$ cat src/rtl/tlc_frame_receiver.sv
// Receive-side deserializer for a TLC5955 daisy-chain stream: decodes RGB triplets,
// checks per-chip select bits and frame length, and reports completion on LAT.
module tlc_frame_receiver #(
  parameter int unsigned NUM_CHIPS         = 2,
  parameter int unsigned TRIPLETS_PER_CHIP = 16,
  parameter int unsigned WORD_BITS         = 16
) (
  input  logic                                            spiClk,
  input  logic                                            reset,
  input  logic                                            SCLK,
  input  logic                                            SDI,
  input  logic                                            LAT,
  output logic                                            busy,
  output logic                                            tripletValid,
  output logic [$clog2(NUM_CHIPS*TRIPLETS_PER_CHIP)-1:0]  tripletAddr,
  output logic [WORD_BITS-1:0]                            red,
  output logic [WORD_BITS-1:0]                            green,
  output logic [WORD_BITS-1:0]                            blue,
  output logic                                            frameDone,
  output logic                                            selErr,
  output logic                                            lenErr
);

  localparam int unsigned TOTAL_TRIPS = NUM_CHIPS * TRIPLETS_PER_CHIP;
  localparam int unsigned ADDR_W      = $clog2(TOTAL_TRIPS);
  localparam int unsigned TPC_W       = $clog2(TRIPLETS_PER_CHIP);
  localparam int unsigned TRIP_BITS   = 3 * WORD_BITS;
  localparam int unsigned BIT_W       = 6;

  typedef enum logic [2:0] {
    S_IDLE,
    S_SEL,
    S_DATA,
    S_SELWAIT,
    S_LATWAIT
  } state_e;

  state_e                 state_q, state_d;
  logic [2:0]             sclk_q, sclk_d;
  logic [2:0]             lat_q, lat_d;
  logic [1:0]             sdi_q, sdi_d;
  logic [TRIP_BITS-1:0]   shift_q, shift_d;
  logic [BIT_W-1:0]       bit_cnt_q, bit_cnt_d;
  logic [ADDR_W-1:0]      trip_cnt_q, trip_cnt_d;
  logic                   sel_bit_q, sel_bit_d;
  logic                   emit_q, emit_d;
  logic                   busy_q, busy_d;
  logic                   trip_valid_q, trip_valid_d;
  logic [ADDR_W-1:0]      addr_q, addr_d;
  logic [WORD_BITS-1:0]   red_q, red_d;
  logic [WORD_BITS-1:0]   green_q, green_d;
  logic [WORD_BITS-1:0]   blue_q, blue_d;
  logic                   frame_done_q, frame_done_d;
  logic                   sel_err_q, sel_err_d;
  logic                   len_err_q, len_err_d;

  logic sclk_rise;
  logic lat_rise;
  logic sdi_bit;

  // SCLK/LAT use stage 1 vs stage 2 for edges, so SDI stage 1 lines up with the edge
  assign sclk_rise = sclk_q[1] & ~sclk_q[2];
  assign lat_rise  = lat_q[1] & ~lat_q[2];
  assign sdi_bit   = sdi_q[1];

  always_comb begin
    state_d      = state_q;
    sclk_d       = {sclk_q[1:0], SCLK};
    lat_d        = {lat_q[1:0], LAT};
    sdi_d        = {sdi_q[0], SDI};
    shift_d      = shift_q;
    bit_cnt_d    = bit_cnt_q;
    trip_cnt_d   = trip_cnt_q;
    sel_bit_d    = sel_bit_q;
    emit_d       = 1'b0;
    busy_d       = busy_q;
    trip_valid_d = 1'b0;
    addr_d       = addr_q;
    red_d        = red_q;
    green_d      = green_q;
    blue_d       = blue_q;
    frame_done_d = 1'b0;
    sel_err_d    = 1'b0;
    len_err_d    = 1'b0;

    // A completed triplet is published one cycle after its last bit is shifted in
    if (emit_q) begin
      trip_valid_d = 1'b1;
      blue_d       = shift_q[TRIP_BITS-1 -: WORD_BITS];
      green_d      = shift_q[2*WORD_BITS-1 -: WORD_BITS];
      red_d        = shift_q[WORD_BITS-1:0];
      addr_d       = trip_cnt_q;
      trip_cnt_d   = trip_cnt_q + ADDR_W'(1);
    end

    case (state_q)
      S_IDLE: begin
        if (sclk_rise && !lat_rise) begin
          sel_bit_d = sdi_bit;
          state_d   = S_SEL;
        end
      end
      S_SEL: begin
        if (lat_rise) begin
          len_err_d = 1'b1;
          state_d   = S_IDLE;
        end else if (sel_bit_q) begin
          sel_err_d = 1'b1;
          state_d   = S_IDLE;
        end else begin
          busy_d    = 1'b1;
          bit_cnt_d = '0;
          state_d   = S_DATA;
        end
      end
      S_DATA: begin
        if (lat_rise) begin
          len_err_d = 1'b1;
          state_d   = S_IDLE;
        end else if (sclk_rise) begin
          shift_d   = {shift_q[TRIP_BITS-2:0], sdi_bit};
          bit_cnt_d = bit_cnt_q + BIT_W'(1);
          if (bit_cnt_q == BIT_W'(TRIP_BITS - 1)) begin
            bit_cnt_d = '0;
            emit_d    = 1'b1;
            if (trip_cnt_q == ADDR_W'(TOTAL_TRIPS - 1)) begin
              state_d = S_LATWAIT;
            end else if (trip_cnt_q[TPC_W-1:0] == TPC_W'(TRIPLETS_PER_CHIP - 1)) begin
              state_d = S_SELWAIT;
            end
          end
        end
      end
      S_SELWAIT: begin
        if (lat_rise) begin
          len_err_d = 1'b1;
          state_d   = S_IDLE;
        end else if (sclk_rise) begin
          sel_bit_d = sdi_bit;
          state_d   = S_SEL;
        end
      end
      S_LATWAIT: begin
        if (lat_rise) begin
          frame_done_d = 1'b1;
          state_d      = S_IDLE;
        end else if (sclk_rise) begin
          len_err_d = 1'b1;
          state_d   = S_IDLE;
        end
      end
      default: state_d = S_IDLE;
    endcase

    if (state_d == S_IDLE) begin
      busy_d     = 1'b0;
      bit_cnt_d  = '0;
      trip_cnt_d = '0;
    end
  end

  always_ff @(posedge spiClk) begin
    if (reset) begin
      state_q      <= S_IDLE;
      sclk_q       <= '0;
      lat_q        <= '0;
      sdi_q        <= '0;
      shift_q      <= '0;
      bit_cnt_q    <= '0;
      trip_cnt_q   <= '0;
      sel_bit_q    <= 1'b0;
      emit_q       <= 1'b0;
      busy_q       <= 1'b0;
      trip_valid_q <= 1'b0;
      addr_q       <= '0;
      red_q        <= '0;
      green_q      <= '0;
      blue_q       <= '0;
      frame_done_q <= 1'b0;
      sel_err_q    <= 1'b0;
      len_err_q    <= 1'b0;
    end else begin
      state_q      <= state_d;
      sclk_q       <= sclk_d;
      lat_q        <= lat_d;
      sdi_q        <= sdi_d;
      shift_q      <= shift_d;
      bit_cnt_q    <= bit_cnt_d;
      trip_cnt_q   <= trip_cnt_d;
      sel_bit_q    <= sel_bit_d;
      emit_q       <= emit_d;
      busy_q       <= busy_d;
      trip_valid_q <= trip_valid_d;
      addr_q       <= addr_d;
      red_q        <= red_d;
      green_q      <= green_d;
      blue_q       <= blue_d;
      frame_done_q <= frame_done_d;
      sel_err_q    <= sel_err_d;
      len_err_q    <= len_err_d;
    end
  end

  assign busy         = busy_q;
  assign tripletValid = trip_valid_q;
  assign tripletAddr  = addr_q;
  assign red          = red_q;
  assign green        = green_q;
  assign blue         = blue_q;
  assign frameDone    = frame_done_q;
  assign selErr       = sel_err_q;
  assign lenErr       = len_err_q;

endmodule

$ cat config.mk
export PLATFORM = sky130hd
export DESIGN_NAME = tlc_frame_receiver
export DESIGN_NICKNAME = d
export VERILOG_FILES = /design/src/rtl/tlc_frame_receiver.sv
export SDC_FILE = /design/constraint.sdc
export NUM_CORES = 1
export LEC_CHECK = 0
export ABC_CLOCK_PERIOD_IN_PS = 6030
export CAP_MARGIN = 0
export CORE_MARGIN = 4
export CORE_UTILIZATION = 50
export DETAILED_ROUTE_END_ITERATION = 8
export PLACE_DENSITY_LB_ADDON = 0.3
export SETUP_SLACK_MARGIN = 0.05
export SLEW_MARGIN = 20
export SYNTH_ARGS = -nofsm -noshare
export SYNTH_HDL_FRONTEND = slang
export SYNTH_SLANG_ARGS = --single-unit
$ cat constraint.sdc
create_clock -name spiClk -period 6.03 [get_ports spiClk]
set_clock_uncertainty 0.15 [all_clocks]
set_input_delay 1.206 -clock spiClk [delete_from_list [all_inputs] [get_ports spiClk]]
set_output_delay 1.206 -clock spiClk [all_outputs]
set_load 0.05 [all_outputs]
==> results.md <==
* Worst VDD drop at 0.231 mV
* Kind of critical path: reg -> out
* Cell taking the most area after synthesis: dfxtp_1
* Post-route cell area at 5990 um^2
* FILL cells at 772
* Clock period minus worst slack at 3.08 ns
* Top-count cell post-synth: dfxtp_1
* Post-Syn Area per Cell at 9.25 um^2
* Rel. slew slack at 0.311
* Slowest CP cell: clkdlybuf4s50_1
* Top achievable clock speed at 0.325 GHz
* Reg2Reg Depth at 4
* Type of origin of the critical path: flop
* DRT Pass-1 Iters at 4
* Initial Utilization at 0.514
* Post-synth top cells: dfxtp_1, nand2_1, nor2_1
* Core area at 9280 um^2
* CTS Hold Buffers Added at 0
* Hold Fails Final Rpt at 0
* First-pass GRT wire length at 15600 um
* FFs w/ async S/R, synth at 0
* Worst Path Arrival at 1.72 ns
* Post-synth net total at 523
* # rows at 35
* Reg clk slew, reported paths at 0.06 ns
* Post-CTS Setup Inserts at 0
* Ant diodes at 0
* WL/cell at 13.1 um
* Layout Utilization at 0.645
* CP bufs+invs at 1
* Pwr dens at 303 nW/um^2
* Post-DP Area at 5410 um^2
* Post-Route WL at 9250 um
* Worst hold path class: reg -> reg
* Number of global-route vias before repair at 3378
* Ys Warns at 0
* Final Wtd Congestion at 0.768
* Post-CTS sizing at 0
* Synth top area share at 0.545
* CP max FO at 2
* H-tree Lvls at 4
* Global Route Usage Sum at 0.170
* Hold Crit Depth at 1
* Clk buf depth at 2
* Detailed-route vias per instance at 5.08
* DPL Wire Length at 5440 um
* Worst EP required at 4.67 ns
* CP peak stage delay at 0.83 ns
* #FFs+latches synth at 130
* Final setup viols at 0
* Crit path cell chain: clkdlybuf4s50_1
* Layout overhead on the synthesized area at 25.5%
* Nets at 571
* DRC violations left at 0
* Slew @ Worst Pin at 1.03 ns
* Io pins at 63
* Critical Path End Type: primary output
* Clock Sinks at 130
* Post-Synthesis Cells at 516
* Crit share post-route at 0.510
* Max Slew Vio Count at 0
* Sequential cell area fraction in the yosys report at 0.545
* Die Area at 11200 um^2
* DIE WIDTH at 106 um
* Gr ovfl total at 0
* DRT iter0 DRCs at 205
* Port Buf Inserts at 62
* Clock Tree Root: clkbuf_8
* CP delay by family, top: buffers and inverters
* CTS tree: done
* Antenna Violating Nets Remaining at 0
* Setup WS post-layout at 2.95 ns
* Pin count of the biggest net entering global routing at 115
* Proportion of layout cells with a drive suffix above 1 at 0.0901
* Die Span Y at 106 um
* LEAKAGE at 1.97 nW
* Number of cells on the critical path at 1
* Final TNS setup at 0 ns
* CTS buffer count at 17
* Area contributors post-synth: dfxtp_1, mux2i_1, nand2_1, a21oi_1, nor2_1
* RSZ-0062 raised after global routing: false
* EDFF count, synth at 0
* Max-cap violations at 0
* Overall power at 0.00182 W
* Ys flop type: dfxtp_1
* Initial antenna violation count at 0
* Place WS at 3.29 ns
* Status: finished, final reports clean
* Via count at 3589
* Yosys cell types at 43
* Worst-skew pair later-pin latency at 0.51 ns
* Synth Cell Area at 4770 um^2
-- cell type report --
cell class / count / area (um^2) / area share
Clock buffer: 19 / 422 / 0.0704
Sequential cell: 130 / 2610 / 0.435
Inverter: 4 / 15.0 / 0.00251
Tap cell: 129 / 161 / 0.0269
Multi-Input combinational cell: 347 / 2000 / 0.334
Timing Repair Buffer: 64 / 657 / 0.110
Clock inverter: 13 / 131 / 0.0219
-- placed cells by master, fill, tap and decap left out, types with 2 or more instances in the layout --
cell / n
nand2b_1: 3
a31oi_1: 2
nor2_1: 66
nor2b_1: 13
nand2_1: 90
clkinvlp_4: 3
nand2_2: 10
o21ai_0: 2
nor3_1: 4
clkbuf_16: 16
mux2i_1: 55
clkdlybuf4s50_1: 61
or3_1: 4
nand4_1: 5
nand3_1: 3
clkbuf_1: 2
nor4_1: 2
and4b_1: 3
dfxtp_1: 129
inv_6: 3
inv_1: 4
a21oi_1: 56
xor2_1: 4
clkinv_4: 6
a21o_1: 2
ha_1: 2
or3b_1: 2
-- power by group --
| group | internal, W | switching, W |
|---|---|---|
| Combinational | 0.00000620 | 0.0000158 |
| Sequential | 0.000861 | 0.00000127 |
| Clock | 0.000553 | 0.000380 |
-- metal layers --
metal / up-vias / GRT usage / wire [um]
met5: - / 0 / 0
met4: 0 / 0.0592 / 87
li1: 1815 / - / -
met1: 1671 / 0.216 / 4290
met3: 8 / 0.0527 / 394
met2: 95 / 0.276 / 4480
-- cell families (layout without fill, tap and decap cells) --
group / after synthesis / in the layout / synth area share
adder cells (fa/ha/maj): 2 / 2 / 0.00524
buffers and inverters: 39 / 100 / 0.0390
XOR/XNOR: 5 / 5 / 0.00917
flip-flops: 130 / 130 / 0.545
AO/OA/AOI/OAI: 68 / 68 / 0.0773
multiplexers: 55 / 55 / 0.115
AND/OR/NAND/NOR: 217 / 217 / 0.209
-- sequential cells by signal, indices dropped and copies added, names as in the netlist, 2 cells and up --
name and flops:
red 16, shift_q 48, blue 16, bit_cnt_q 6, sdi_q 2, sclk_q 3
trip_cnt_q 5, green 16, lat_q 3, tripletAddr 5, state_q 3
-- stage by stage --
| step | instances | hold WS, ns |
|---|---|---|
| 2_1_floorplan | 516 | 0.264 |
| 3_3_place_gp | 673 | 0.278 |
| 3_5_place_dp | 673 | 0.274 |
| 4_1_cts | 705 | 0.291 |
| 5_1_grt | 706 | 0.313 |
| 6_report | 706 | 0.287 |
-- worst paths after layout --
path | slack (ns) | from | to
hold / removal | 0.29 | sdi_q[0]$_SDFF_PP0_ | sdi_q[1]$_SDFF_PP0_
setup / recovery | 2.95 | red[0]$_SDFFE_PP0P_ | red[0]
hold reg to reg | 0.29 | sdi_q[0]$_SDFF_PP0_ | sdi_q[1]$_SDFF_PP0_
setup reg to reg | 3.43 | state_q[1]$_SDFF_PP0_ | shift_q[12]$_SDFFE_PP0P_
(Power assumes the default switching activity.)
